[src/rtl/uart_tx_mmio_if.sv]
// CPU data-port bus for the memory-mapped UART transmitter.
`timescale 1ns/1ps
interface uart_tx_mmio_if;
  logic        sel_i;
  logic        strobe_i;
  logic        wr_i;
  logic [3:0]  addr_i;
  logic [31:0] wdata_i;
  logic [31:0] rdata_o;

  modport master (output sel_i, strobe_i, wr_i, addr_i, wdata_i, input rdata_o);
  modport slave  (input sel_i, strobe_i, wr_i, addr_i, wdata_i, output rdata_o);
endinterface

[src/rtl/uart_tx_mmio.sv]
// Memory-mapped 8N1 UART transmitter: byte FIFO, programmable baud divisor, drain interrupt.
// Reads return registered data one cycle after the access edge and never change state.
`timescale 1ns/1ps
module uart_tx_mmio #(
  parameter int          FIFO_DEPTH  = 8,
  parameter logic [15:0] DEFAULT_DIV = 16'd433
) (
  input  logic         clk,
  input  logic         rst_n,
  uart_tx_mmio_if.slave bus,
  output logic         tx_o,
  output logic         irq_o
);
  localparam int PW = $clog2(FIFO_DEPTH);
  localparam int LW = PW + 1;

  localparam logic [1:0] S_IDLE  = 2'd0;
  localparam logic [1:0] S_START = 2'd1;
  localparam logic [1:0] S_DATA  = 2'd2;
  localparam logic [1:0] S_STOP  = 2'd3;

  logic [7:0]    r_mem [FIFO_DEPTH];
  logic [PW-1:0] r_wptr, r_rptr;
  logic [LW-1:0] r_level;
  logic          r_ovf, r_enable, r_ie, r_irq, r_tx;
  logic [15:0]   r_div, r_div_lat, r_timer;
  logic [31:0]   r_rdata;
  logic [1:0]    r_state;
  logic [7:0]    r_shift;
  logic [2:0]    r_idx;

  logic        w_acc, w_wr, w_rd, w_push_req, w_push, w_pop;
  logic        w_full, w_empty, w_busy, w_wrap;
  logic [1:0]  w_reg;
  logic [31:0] w_rmux;
  logic        w_unused;

  assign w_acc      = bus.sel_i & bus.strobe_i;
  assign w_wr       = w_acc & bus.wr_i;
  assign w_rd       = w_acc & ~bus.wr_i;
  assign w_reg      = bus.addr_i[3:2];
  assign w_full     = (r_level == LW'(FIFO_DEPTH));
  assign w_empty    = (r_level == '0);
  assign w_busy     = (r_state != S_IDLE);
  assign w_push_req = w_wr & (w_reg == 2'd0);
  assign w_push     = w_push_req & ~w_full;
  assign w_pop      = (r_state == S_IDLE) & r_enable & ~w_empty;
  assign w_wrap     = (r_timer == r_div_lat);
  assign w_unused   = ^{bus.addr_i[1:0], bus.wdata_i[31:16]};

  always_comb begin
    w_rmux = 32'h0;
    case (w_reg)
      2'd1:    w_rmux = {16'h0, 8'(r_level), 4'h0, r_ovf, w_empty, w_full, w_busy};
      2'd2:    w_rmux = {16'h0, r_div};
      2'd3:    w_rmux = {30'h0, r_ie, r_enable};
      default: w_rmux = 32'h0;
    endcase
  end

  always_ff @(posedge clk) begin
    if (w_push) r_mem[r_wptr] <= bus.wdata_i[7:0];
  end

  always_ff @(posedge clk or negedge rst_n) begin
    if (!rst_n) begin
      r_rdata  <= 32'h0;
      r_div    <= DEFAULT_DIV;
      r_enable <= 1'b0;
      r_ie     <= 1'b0;
      r_ovf    <= 1'b0;
      r_wptr   <= '0;
      r_rptr   <= '0;
      r_level  <= '0;
      r_irq    <= 1'b0;
    end else begin
      if (w_rd) r_rdata <= w_rmux;
      if (w_wr && w_reg == 2'd2) r_div <= bus.wdata_i[15:0];
      if (w_wr && w_reg == 2'd3) begin
        r_enable <= bus.wdata_i[0];
        r_ie     <= bus.wdata_i[1];
      end
      // A dropped push sets overflow even if a clear arrives the same cycle.
      if (w_push_req && w_full)                          r_ovf <= 1'b1;
      else if (w_wr && w_reg == 2'd1 && bus.wdata_i[3])  r_ovf <= 1'b0;
      if (w_push) r_wptr <= r_wptr + PW'(1);
      if (w_pop)  r_rptr <= r_rptr + PW'(1);
      if (w_push && !w_pop)      r_level <= r_level + LW'(1);
      else if (w_pop && !w_push) r_level <= r_level - LW'(1);
      r_irq <= r_ie & w_empty & (r_state == S_IDLE);
    end
  end

  always_ff @(posedge clk or negedge rst_n) begin
    if (!rst_n) begin
      r_state   <= S_IDLE;
      r_tx      <= 1'b1;
      r_timer   <= 16'h0;
      r_div_lat <= 16'h0;
      r_shift   <= 8'h0;
      r_idx     <= 3'd0;
    end else if (r_state == S_IDLE) begin
      if (w_pop) begin
        r_shift   <= r_mem[r_rptr];
        r_div_lat <= r_div;
        r_timer   <= 16'h0;
        r_state   <= S_START;
        r_tx      <= 1'b0;
      end
    end else begin
      // Bit-timer counts 0..DIV; its wrap ends the current bit period.
      r_timer <= w_wrap ? 16'h0 : r_timer + 16'd1;
      if (w_wrap) begin
        case (r_state)
          S_START: begin
            r_tx    <= r_shift[0];
            r_idx   <= 3'd0;
            r_state <= S_DATA;
          end
          S_DATA: begin
            if (r_idx == 3'd7) begin
              r_tx    <= 1'b1;
              r_state <= S_STOP;
            end else begin
              r_shift <= r_shift >> 1;
              r_tx    <= r_shift[1];
              r_idx   <= r_idx + 3'd1;
            end
          end
          default: r_state <= S_IDLE;
        endcase
      end
    end
  end

  assign bus.rdata_o = r_rdata;
  assign tx_o        = r_tx;
  assign irq_o       = r_irq;
endmodule

[src/flat_wrapper.sv]
// flat-port wrapper written by rule: the top's interface ports become plain ports
module uart_tx_mmio_flat 
#(
  parameter int          FIFO_DEPTH  = 8,
  parameter logic [15:0] DEFAULT_DIV = 16'd433
)
  (clk, rst_n, tx_o, irq_o, bus_sel_i, bus_strobe_i, bus_wr_i, bus_addr_i, bus_wdata_i, bus_rdata_o);
  uart_tx_mmio_if bus_i ();
  input  logic clk;
  input  logic rst_n;
  output logic tx_o;
  output logic irq_o;
  input wire logic [$bits(bus_i.sel_i)-1:0] bus_sel_i;
  input wire logic [$bits(bus_i.strobe_i)-1:0] bus_strobe_i;
  input wire logic [$bits(bus_i.wr_i)-1:0] bus_wr_i;
  input wire logic [$bits(bus_i.addr_i)-1:0] bus_addr_i;
  input wire logic [$bits(bus_i.wdata_i)-1:0] bus_wdata_i;
  output wire logic [$bits(bus_i.rdata_o)-1:0] bus_rdata_o;
  assign bus_i.sel_i = bus_sel_i;
  assign bus_i.strobe_i = bus_strobe_i;
  assign bus_i.wr_i = bus_wr_i;
  assign bus_i.addr_i = bus_addr_i;
  assign bus_i.wdata_i = bus_wdata_i;
  assign bus_rdata_o = bus_i.rdata_o;
  uart_tx_mmio #(.FIFO_DEPTH(FIFO_DEPTH), .DEFAULT_DIV(DEFAULT_DIV)) u_core (.clk(clk), .rst_n(rst_n), .bus(bus_i), .tx_o(tx_o), .irq_o(irq_o));
endmodule
[config.mk]
export PLATFORM = sky130hd
export DESIGN_NAME = uart_tx_mmio_flat
export DESIGN_NICKNAME = d
export VERILOG_FILES = /design/src/rtl/uart_tx_mmio_if.sv /design/src/rtl/uart_tx_mmio.sv /design/src/flat_wrapper.sv
export SDC_FILE = /design/constraint.sdc
export NUM_CORES = 1
export LEC_CHECK = 0
export ABC_AREA = 1
export CORE_AREA = 2 2 115 117
export DETAILED_ROUTE_END_ITERATION = 12
export DIE_AREA = 0 0 117 119
export DONT_BUFFER_PORTS = 1
export PLACE_DENSITY = 0.74
export SYNTH_ARGS = -nofsm -noshare
export SYNTH_HDL_FRONTEND = slang
export SYNTH_SLANG_ARGS = --single-unit
[constraint.sdc]
create_clock -name clk -period 3.1 [get_ports clk]
set_input_delay 0.31 -clock clk [delete_from_list [all_inputs] [get_ports clk]]
set_output_delay 0.31 -clock clk [all_outputs]
set_load 0.005 [all_outputs]
==> results.toml, run 1 <==
[setup_path]
cp-startpoint = "u_core.r_state[0]$_DFFE_PN0P_"
crit_cells = 13
path_max_fanout = 5
critPathTopFamily = "adder cells"
max_stage_delay_ps = 370
ff2ff_setup_slack_ps = 600
critPathCapture = "u_core.r_level[3]$_DFFE_PN0P_"
cp.required_ps = 3390
crit_buf_inv = 3
crit_arrival_ps = 2790
r2r-start = "u_core.r_state[0]$_DFFE_PN0P_"
worstRegToRegCells = 13
path_class = "reg2reg"
rr_endpoint = "u_core.r_level[3]$_DFFE_PN0P_"
crit_path_end_kind = "flip-flop"
cp_slowest_cell = "dfrtp_1"
path_cells = "inv_1 -> ha_1 -> nand2_1 -> a31oi_4 -> inv_1 -> ha_1 -> inv_1 -> ha_1 -> a21oi_1 -> o21ai_0 -> xor2_1 -> nand2_1 -> o21ai_0"
cp-start-kind = "flip-flop"

[clock_tree]
cts-buffers-inserted = 17
clk_path_buf_depth = 2
post_cts_buffers = 0
cts-root-buf = "clkbuf_16"
cts_resized = 0
cts_tree = "yes"
cts_sinks = 156
path_clk_slew_ps = 60
clk-insertion-delay-late_ps = 420
cts.htree.levels = 4
cts-hold-fix-buffers = 10

[flow_run]
max-cap-violations = 0

[layout]
nets = 889
layout-drive-gt1-share_pct = 9.54
num_antenna_cells = 0
area_delta_synth_final_pct = 10.9

[sta]
post-route-min-period_ps = 2500
maxSlewViolCount = 0
setup_viol = 0
timing.fmax_mhz = 400
fin_worst_skew_ps = 8.56
hold_slack_ps = 9.70
hold_viol = 0
rsz0062_at_grt = "no"
tightest_slew_ps = 763
period_share_pct = 80.7
fin_tns_setup_ps = 0
worst_slack_ps = 597
maxSlewHeadroom_pct = 48.9

[grt]
antenna_found_initial = 0
grt-ovfl-total = 0
grt_pass1_vias = 5233
grt_pass1_wl_um = 26000
grt_max_degree = 93
grtUsageTotal_pct = 24.6

[route]
drcViolationCount = 0
viasPerCell = 5.34
ant_nets = 0
wl_per_cell_um = 15.3
vias = 5473
drt-initial-drc-count = 438
drt-total-wl_um = 15700
firstDrtPassIters = 5

[synthesis]
ys_types = 39
synth_edf_count = 64
synth_top_area_share_pct = 29.1
synth.area.top_cells = "dfrtp_1 29%, edfxtp_1 26%, nand2_1 15%, o21ai_0 3.9%, inv_1 3.3%"
ys_async_sr_fraction_pct = 59.0
yosysMostFrequentCell = "nand2_1"
syn_area_um2 = 7400
ys_ff_latch = 156
seq_area_frac_synth_pct = 57.2
syn_area_per_cell_um2 = 9.00
synthCells = 823
synth_common_cells = "286 x nand2_1, 86 x dfrtp_1, 66 x inv_1, 64 x edfxtp_1, 57 x o21ai_0"
ys_warn_count = 0
ys.flop_type = "dfrtp_1"
post-synth-top-area-cell = "dfrtp_1"

[floorplan]
initial_core_util_pct = 57.5
die_h_um = 119
die_w_um = 117
coreArea_um2 = 12900
fp.dieArea_um2 = 13900
num_rows = 42
io_pins = 75

[placement]
dp.final_hpwl_um = 10500
gp_congestion = 0.841
port_buffers = 0
place_ws_ps = 636

[power_and_ir_drop]
ir_drop_uv = 481
power_leakage_nw = 3.66
p_per_area_nw_per_um2 = 860
finalPower_mw = 7.07

[run_status]
status = "complete, no violations"

[min_path]
hold_path.class = "in2reg"
worstHoldStart = "bus_wdata_i[7]"
hold_depth = 2
==> cell families after synthesis <==
logic type,synth area share (%)
AO/OA/AOI/OAI,7.13
adder cells (fa/ha/maj),2.13
other,0.0507
AND/OR/NAND/NOR,23.6
XOR/XNOR,2.13
flip-flops,57.2
multiplexers,0.304
buffers and inverters,7.45
==> power breakdown <==
group	total (mW)	switching (mW)	leakage [nW]	internal (mW)
clock network	2.02	0.795	0.269	1.22
logic	2.20	1.48	1.67	0.721
registers	2.85	0.317	1.72	2.53
==> sequential cells by signal (all words and copies together) (netlist names), 2 cells and up <==
name                count
u_core.r_wptr           3
u_core.r_div_lat       16
u_core.r_shift          8
u_core.r_state          2
u_core.r_idx            3
u_core.r_timer         16
u_core.r_mem           64
u_core.r_div           16
u_core.r_rptr           3
u_core.bus.rdata_o     16
u_core.r_level          4
==> per-layer routing <==
metal | global-route usage [%] | part of all wire [%] | up-vias | wire (um)
met4 | 8.09 | 1.9 | 0 | 293
met2 | 38.4 | 49 | 170 | 7660
li1 | - | - | 2663 | -
met1 | 34.1 | 43 | 2618 | 6770
met5 | 0 | 0 | - | 0
met3 | 5.90 | 6.4 | 22 | 1000
==> how the worst min path moves through the flow <==
stage	end	slack, ps
final	u_core.r_div[7]$_DFFE_PN1P_	10
after global routing	u_core.r_div[2]$_DFFE_PN0P_	10
after CTS	u_core.r_div[7]$_DFFE_PN1P_	4
after detailed placement	u_core.r_div_lat[13]$_DFFE_PN0P_	20
after global placement	u_core.r_div_lat[13]$_DFFE_PN0P_	20
after floorplan	u_core.bus.rdata_o[0]$_DFFE_PN0P_	10
==> layout make-up <==
cell class	count	area, um^2
timing repair buffer	21	200
sequential	156	4230
clock buffer	21	460
multi-input combinational	559	2680
inverter	81	304
fill	1005	4660
tap	176	220
clock inverter	11	120
==> through the flow <==
step                util, %  instance area (um^2)  instances
floorplan                 -                  7460        838
global placement       58.4                  7510        983
detailed placement     58.4                  7510        983
CTS                    63.8                  8210       1025
global route           63.8                  8210       1025
finish                 63.8                  8210       1025
==> layout by cell type (no fill, tap or decap), types with 5 or more instances in the layout <==
cell type | netlist | final
edfxtp_1 | 64 | 64
nor2_2 | 5 | 5
nand3_1 | 44 | 44
dlygate4sd3_1 | 0 | 9
nand2_1 | 286 | 286
nor3_1 | 9 | 9
a21oi_1 | 6 | 6
clkbuf_16 | 0 | 17
buf_4 | 18 | 11
inv_2 | 14 | 14
conb_1 | 1 | 16
o31ai_1 | 8 | 8
nor2_1 | 53 | 53
xor2_1 | 15 | 15
nand4_1 | 9 | 9
dfrtp_1 | 86 | 86
a31oi_1 | 5 | 5
o21ai_0 | 57 | 57
o22ai_1 | 8 | 8
clkinvlp_4 | 0 | 5
dfstp_2 | 6 | 6
inv_1 | 66 | 66
ha_1 | 11 | 11
Power figures use the tool's default switching activity.
==> run 2: changes to the inputs <==
--- a/config.mk
+++ b/config.mk
@@ -6,11 +6,11 @@
 export NUM_CORES = 1
 export LEC_CHECK = 0
 export ABC_AREA = 1
-export CORE_AREA = 2 2 115 117
+export CORE_AREA = 2 2 117 119
 export DETAILED_ROUTE_END_ITERATION = 12
-export DIE_AREA = 0 0 117 119
+export DIE_AREA = 0 0 119 121
 export DONT_BUFFER_PORTS = 1
-export PLACE_DENSITY = 0.74
+export PLACE_DENSITY = 0.75
 export SYNTH_ARGS = -nofsm -noshare
 export SYNTH_HDL_FRONTEND = slang
 export SYNTH_SLANG_ARGS = --single-unit
==> constraint.sdc (replaced) <==
create_clock -name clk -period 2.2 [get_ports clk]
set_input_delay 0.22 -clock clk [delete_from_list [all_inputs] [get_ports clk]]
set_output_delay 0.22 -clock clk [all_outputs]
set_load 0.005 [all_outputs]
==> results.toml, run 2 (synthesis gave the netlist of run 1 again) <==
[setup_path]
worstRegToRegCells = 11
ff2ff_setup_slack_ps = 150
cp.required_ps = 2260
r2r-start = "u_core.r_state[0]$_DFFE_PN0P_"
path_class = "in2reg"
crit_path_end_kind = "flip-flop"
cp-start-kind = "input pin"
path_max_fanout = 8
rr_endpoint = "u_core.r_level[1]$_DFFE_PN0P_"
crit_arrival_ps = 2140

[route]
ant_nets = 0
drcViolationCount = 0
wl_per_cell_um = 16.0
drt-met1-wl_um = 6980
drt-initial-drc-count = 602
viasPerCell = 5.45
met2WireLength_um = 8360
drt-total-wl_um = 16800
vias = 5732
top_layer = "met4"
wl_met3_um = 1080
firstDrtPassIters = 5

[clock_tree]
clk-insertion-delay-late_ps = 430
cts-root-buf = "clkbuf_16"
post_cts_buffers = 0
cts-buffers-inserted = 17
cts-hold-fix-buffers = 18
cts.htree.levels = 4
path_clk_slew_ps = 60
clk_path_buf_depth = 2
cts_sinks = 156
cts_tree = "yes"

[floorplan]
die_h_um = 121
initial_core_util_pct = 56.6
fp.dieArea_um2 = 14400
num_rows = 42
die_w_um = 119
io_pins = 75
coreArea_um2 = 13100

[layout]
design_area_um2 = 8510
final_cell_mix = "286 x nand2_1, 86 x dfrtp_1, 64 x edfxtp_1, 62 x inv_1, 56 x o21ai_0"
num_antenna_cells = 0
nets = 915
largest_reg_flops = 64
multi_input_area_um2 = 2700
nFillCells = 977
area_delta_synth_final_pct = 14.9
regArea_um2 = 4230
layout-drive-gt1-share_pct = 12.1
regMostFlops = "u_core.r_mem"
final_common_cell = "nand2_1"

[run_status]
status = "finished, violations left"
failed_checks = "negative hold slack"

[min_path]
hold_path.class = "in2async"

[sta]
fin_worst_skew_ps = 7.57
hold_viol = 92
maxSlewViolCount = 0
maxSlewHeadroom_pct = 44.1
tightest_slew_ps = 835
setup_viol = 0
rsz0062_at_grt = "no"
timing.fmax_mhz = 479
hold_slack_ps = -521
period_share_pct = 94.8
post-route-min-period_ps = 2090

[power_and_ir_drop]
clkPwrFrac_pct = 30.4
pwr-share-comb_pct = 32.2
p_sw_mw = 3.81
p_per_area_nw_per_um2 = 1240
ir_drop_uv = 716
swShare_pct = 36.0
pwr-share-seq_pct = 37.4
power_leakage_nw = 3.81
p_int_mw = 6.77

[placement]
gp_congestion = 0.881
port_buffers = 0
dp.final_hpwl_um = 10900
placement.cell_area_um2 = 7650

[grt]
grtUsageTotal_pct = 24.9
antenna_found_initial = 0
grt_pass1_vias = 5590
grt_pass1_wl_um = 27700
grt-ovfl-total = 0
grt_max_degree = 93

[flow_run]
max-cap-violations = 0
==> run 2: repair_timing <==
item | in CTS | in global routing
setup endpoints to repair | 2 | 4
resized for setup | 4 | 5
pin swaps | 0 | 0
endpoints found under the hold margin | 177 | 92
==> run 2: layout make-up <==
type | count | area share [%]
multi-input cells | 559 | 31.8
clock inverters | 14 | 2.53
flip-flops and latches | 156 | 49.7
well taps | 176 | 2.59
inverters | 81 | 3.57
clock buffers | 18 | 5.05
repair buffers | 47 | 4.72
==> run 2: power by group through the flow <==
stage	Sequential [mW]	Clock, mW	Combinational, mW
after floorplan	3.90	0	2.45
after global placement	3.95	0	3.10
after detailed placement	3.99	0	3.23
after CTS	3.94	3.23	3.37
after global routing	4.01	3.36	3.89
final	3.95	3.21	3.41
==> run 2: worst max-delay path: stages <==
cell	delay [ps]
dlygate4sd3_1	610
nor3_2	240
o31ai_2	110
inv_1	90
buf_4	120
nand2_1	90
nor2_1	650
==> run 2: worst max path at each step <==
stage                                        from                            end  slack (ps)  cells after the start
finish                              bus_addr_i[2]   u_core.r_mem[3][5]$_DFFE_PP_         110                      7
global route        u_core.r_state[0]$_DFFE_PN0P_  u_core.r_level[3]$_DFFE_PN0P_          20                     13
CTS                 u_core.r_state[1]$_DFFE_PN0P_  u_core.r_level[3]$_DFFE_PN0P_          20                     13
detailed placement  u_core.r_state[0]$_DFFE_PN0P_  u_core.r_level[3]$_DFFE_PN0P_         -70                     13
global placement    u_core.r_state[0]$_DFFE_PN0P_  u_core.r_level[3]$_DFFE_PN0P_           6                     13
floorplan           u_core.r_state[0]$_DFFE_PN0P_  u_core.r_level[3]$_DFFE_PN0P_          30                     13
==> run 2: layer usage <==
| metal | vias to the layer above | track usage, % |
|---|---|---|
| met1 | 2771 | 32.4 |
| met5 | - | 0 |
| li1 | 2714 | - |
| met3 | 40 | 6.25 |
| met2 | 207 | 40.5 |
| met4 | 0 | 9.60 |
==> run 2: stage by stage <==
step | setup TNS (ps) | instances | total power, mW | util (%) | setup WS [ps]
2_1_floorplan | 0 | 838 | 6.34 | - | 34.9
3_3_place_gp | 0 | 1001 | 7.05 | 58.5 | 6.45
3_5_place_dp | -67.8 | 1001 | 7.22 | 58.5 | -67.8
4_1_cts | 0 | 1051 | 10.5 | 64.9 | 19.5
5_1_grt | 0 | 1051 | 11.3 | 65.0 | 19.3
6_report | 0 | 1051 | 10.6 | 65.0 | 114
==> run 3: changes to the inputs <==
--- a/config.mk
+++ b/config.mk
@@ -6,11 +6,11 @@
 export NUM_CORES = 1
 export LEC_CHECK = 0
 export ABC_AREA = 1
-export CORE_AREA = 2 2 117 119
+export CORE_AREA = 2 2 95 166
 export DETAILED_ROUTE_END_ITERATION = 12
-export DIE_AREA = 0 0 119 121
+export DIE_AREA = 0 0 97 168
 export DONT_BUFFER_PORTS = 1
-export PLACE_DENSITY = 0.75
+export PLACE_DENSITY = 0.67
 export SYNTH_ARGS = -nofsm -noshare
 export SYNTH_HDL_FRONTEND = slang
 export SYNTH_SLANG_ARGS = --single-unit
==> results.toml, run 3 (synthesis gave the netlist of run 1 again) <==
[sta]
timing.fmax_mhz = 489
hold_viol = 92
hold_slack_ps = -528
period_share_pct = 93.0
setup_viol = 0
tightest_slew_ps = 757
rsz0062_at_grt = "no"
fin_tns_setup_ps = 0
fin_worst_skew_ps = 11.3
post-route-min-period_ps = 2050
maxSlewViolCount = 0
maxSlewHeadroom_pct = 49.4

[clock_tree]
cts.htree.levels = 4
cts-hold-fix-buffers = 18
cts_tree = "yes"
cts-root-buf = "clkbuf_16"
clk_path_buf_depth = 2
clk-insertion-delay-late_ps = 430
post_cts_buffers = 0
cts_sinks = 156
cts-buffers-inserted = 17
path_clk_slew_ps = 70

[route]
drt-total-wl_um = 16800
wl_per_cell_um = 15.8
ant_nets = 0
vias = 5426
drcViolationCount = 0
drt-initial-drc-count = 386
viasPerCell = 5.11
firstDrtPassIters = 5

[power_and_ir_drop]
ir_drop_uv = 752
clkPwrFrac_pct = 28.2
power_leakage_nw = 3.79
p_sw_mw = 3.99
p_int_mw = 6.29
finalPower_mw = 10.3
pwr-share-comb_pct = 33.3
pwr-share-seq_pct = 38.5
p_per_area_nw_per_um2 = 1210
swShare_pct = 38.8

[layout]
final_common_cell = "nand2_1"
num_antenna_cells = 0
nFillCells = 1361
regMostFlops = "u_core.r_mem"
area_delta_synth_final_pct = 14.6
fin_cells = 1062
largest_reg_flops = 64
final_cell_mix = "285 x nand2_1, 86 x dfrtp_1, 64 x inv_1, 64 x edfxtp_1, 56 x o21ai_0"
layout-drive-gt1-share_pct = 12.6
nets = 916

[grt]
grt_max_degree = 93
antenna_found_initial = 0
grt_pass1_wl_um = 27600
grt-ovfl-total = 0
grt_pass1_vias = 5505
grtUsageTotal_pct = 21.8

[setup_path]
r2r-start = "u_core.r_state[0]$_DFFE_PN0P_"
cp-start-kind = "flip-flop"
ff2ff_setup_slack_ps = 150
path_max_fanout = 3
cp.required_ps = 2500
crit_arrival_ps = 2350
rr_endpoint = "u_core.r_level[3]$_DFFE_PN0P_"
worstRegToRegCells = 13
path_class = "reg2reg"
crit_path_end_kind = "flip-flop"

[run_status]
failed_checks = "negative hold slack"
status = "finished, violations left"

[placement]
port_buffers = 0
dp.final_hpwl_um = 11800
gp_congestion = 0.826
dp.cells = 1012

[floorplan]
num_rows = 60
fp.dieArea_um2 = 16300
coreArea_um2 = 15100
die_h_um = 168
initial_core_util_pct = 49.1
io_pins = 75
die_w_um = 97

[min_path]
hold_path.class = "in2async"

[flow_run]
max-cap-violations = 0
## run 3: changes by cell type in the layout (fill, tap and decap cells not counted), moves of 2 or more
cell	delta
clkinvlp_4	+2
inv_8	+7
inv_6	-3
bufinv_16	-5
inv_2	-2
clkinv_8	+4
inv_1	+2
## run 3: how the worst max path moves through the flow
stage,from,to,slack [ps],depth (start not counted)
final,u_core.r_state[0]$_DFFE_PN0P_,u_core.r_level[3]$_DFFE_PN0P_,150,13
after global routing,u_core.r_state[0]$_DFFE_PN0P_,u_core.r_level[3]$_DFFE_PN0P_,3,13
after CTS,u_core.r_state[0]$_DFFE_PN0P_,u_core.r_level[3]$_DFFE_PN0P_,20,13
after detailed placement,u_core.r_state[0]$_DFFE_PN0P_,u_core.r_level[3]$_DFFE_PN0P_,7,13
after global placement,u_core.r_state[0]$_DFFE_PN0P_,u_core.r_level[3]$_DFFE_PN0P_,60,13
after floorplan,u_core.r_state[0]$_DFFE_PN0P_,u_core.r_level[3]$_DFFE_PN0P_,30,13
## run 3: cell type report
class / instances / area, um^2 / share of cell area (%)
clock buffers: 17 / 425 / 5.02
repair buffers: 48 / 409 / 4.82
multi-input cells: 559 / 2700 / 31.9
inverters: 81 / 304 / 3.59
clock inverters: 15 / 175 / 2.07
well taps: 186 / 233 / 2.74
flip-flops and latches: 156 / 4230 / 49.9
## run 3: repair_timing
action,in CTS,in global routing
pin swaps,0,1
resized for setup,2,6
endpoints found under the hold margin,175,92
cloned,0,0
endpoints found under the setup margin,1,15
## run 3: critical path, cell delays in order (launching register included)
cell     delay (ps)
dfrtp_1         390
inv_1            80
ha_2            200
nand2_2          70
a31oi_4         170
inv_2            60
ha_2            200
inv_2            90
ha_4            210
a21oi_2         100
o21ai_1          80
xor2_1          140
nand2_1          60
o21ai_0          90
## run 3: metrics by stage
stage | setup slack, ps | hold slack (ps) | util (%) | area (um^2)
final | 154 | -528 | 56.2 | 8480
after global routing | 2.62 | -546 | 56.2 | 8480
after CTS | 15.9 | -534 | 56.1 | 8470
after detailed placement | 6.96 | -74.5 | 50.8 | 7670
after global placement | 55.1 | -74.0 | 50.8 | 7670
after floorplan | 34.9 | -75.6 | - | 7460
## run 3: power groups by stage
stage,clock network [mW],registers [mW],logic (mW)
finish,2.90,3.96,3.42
global route,3.08,4.03,3.88
CTS,2.93,3.96,3.44
detailed placement,0,4.01,3.35
global placement,0,3.99,3.28
floorplan,0,3.90,2.45
## run 3: metal layers
metal  vias to the layer above  wire length (um)  share of wire, %  global-route usage, %
met3                        27               568               3.4                   4.19
li1                       2719                 -                 -                      -
met1                      2563              6190                37                   22.3
met5                         -                 0                 0                      0
met4                         0               471               2.8                   8.57
met2                       117              9560                57                   42.8
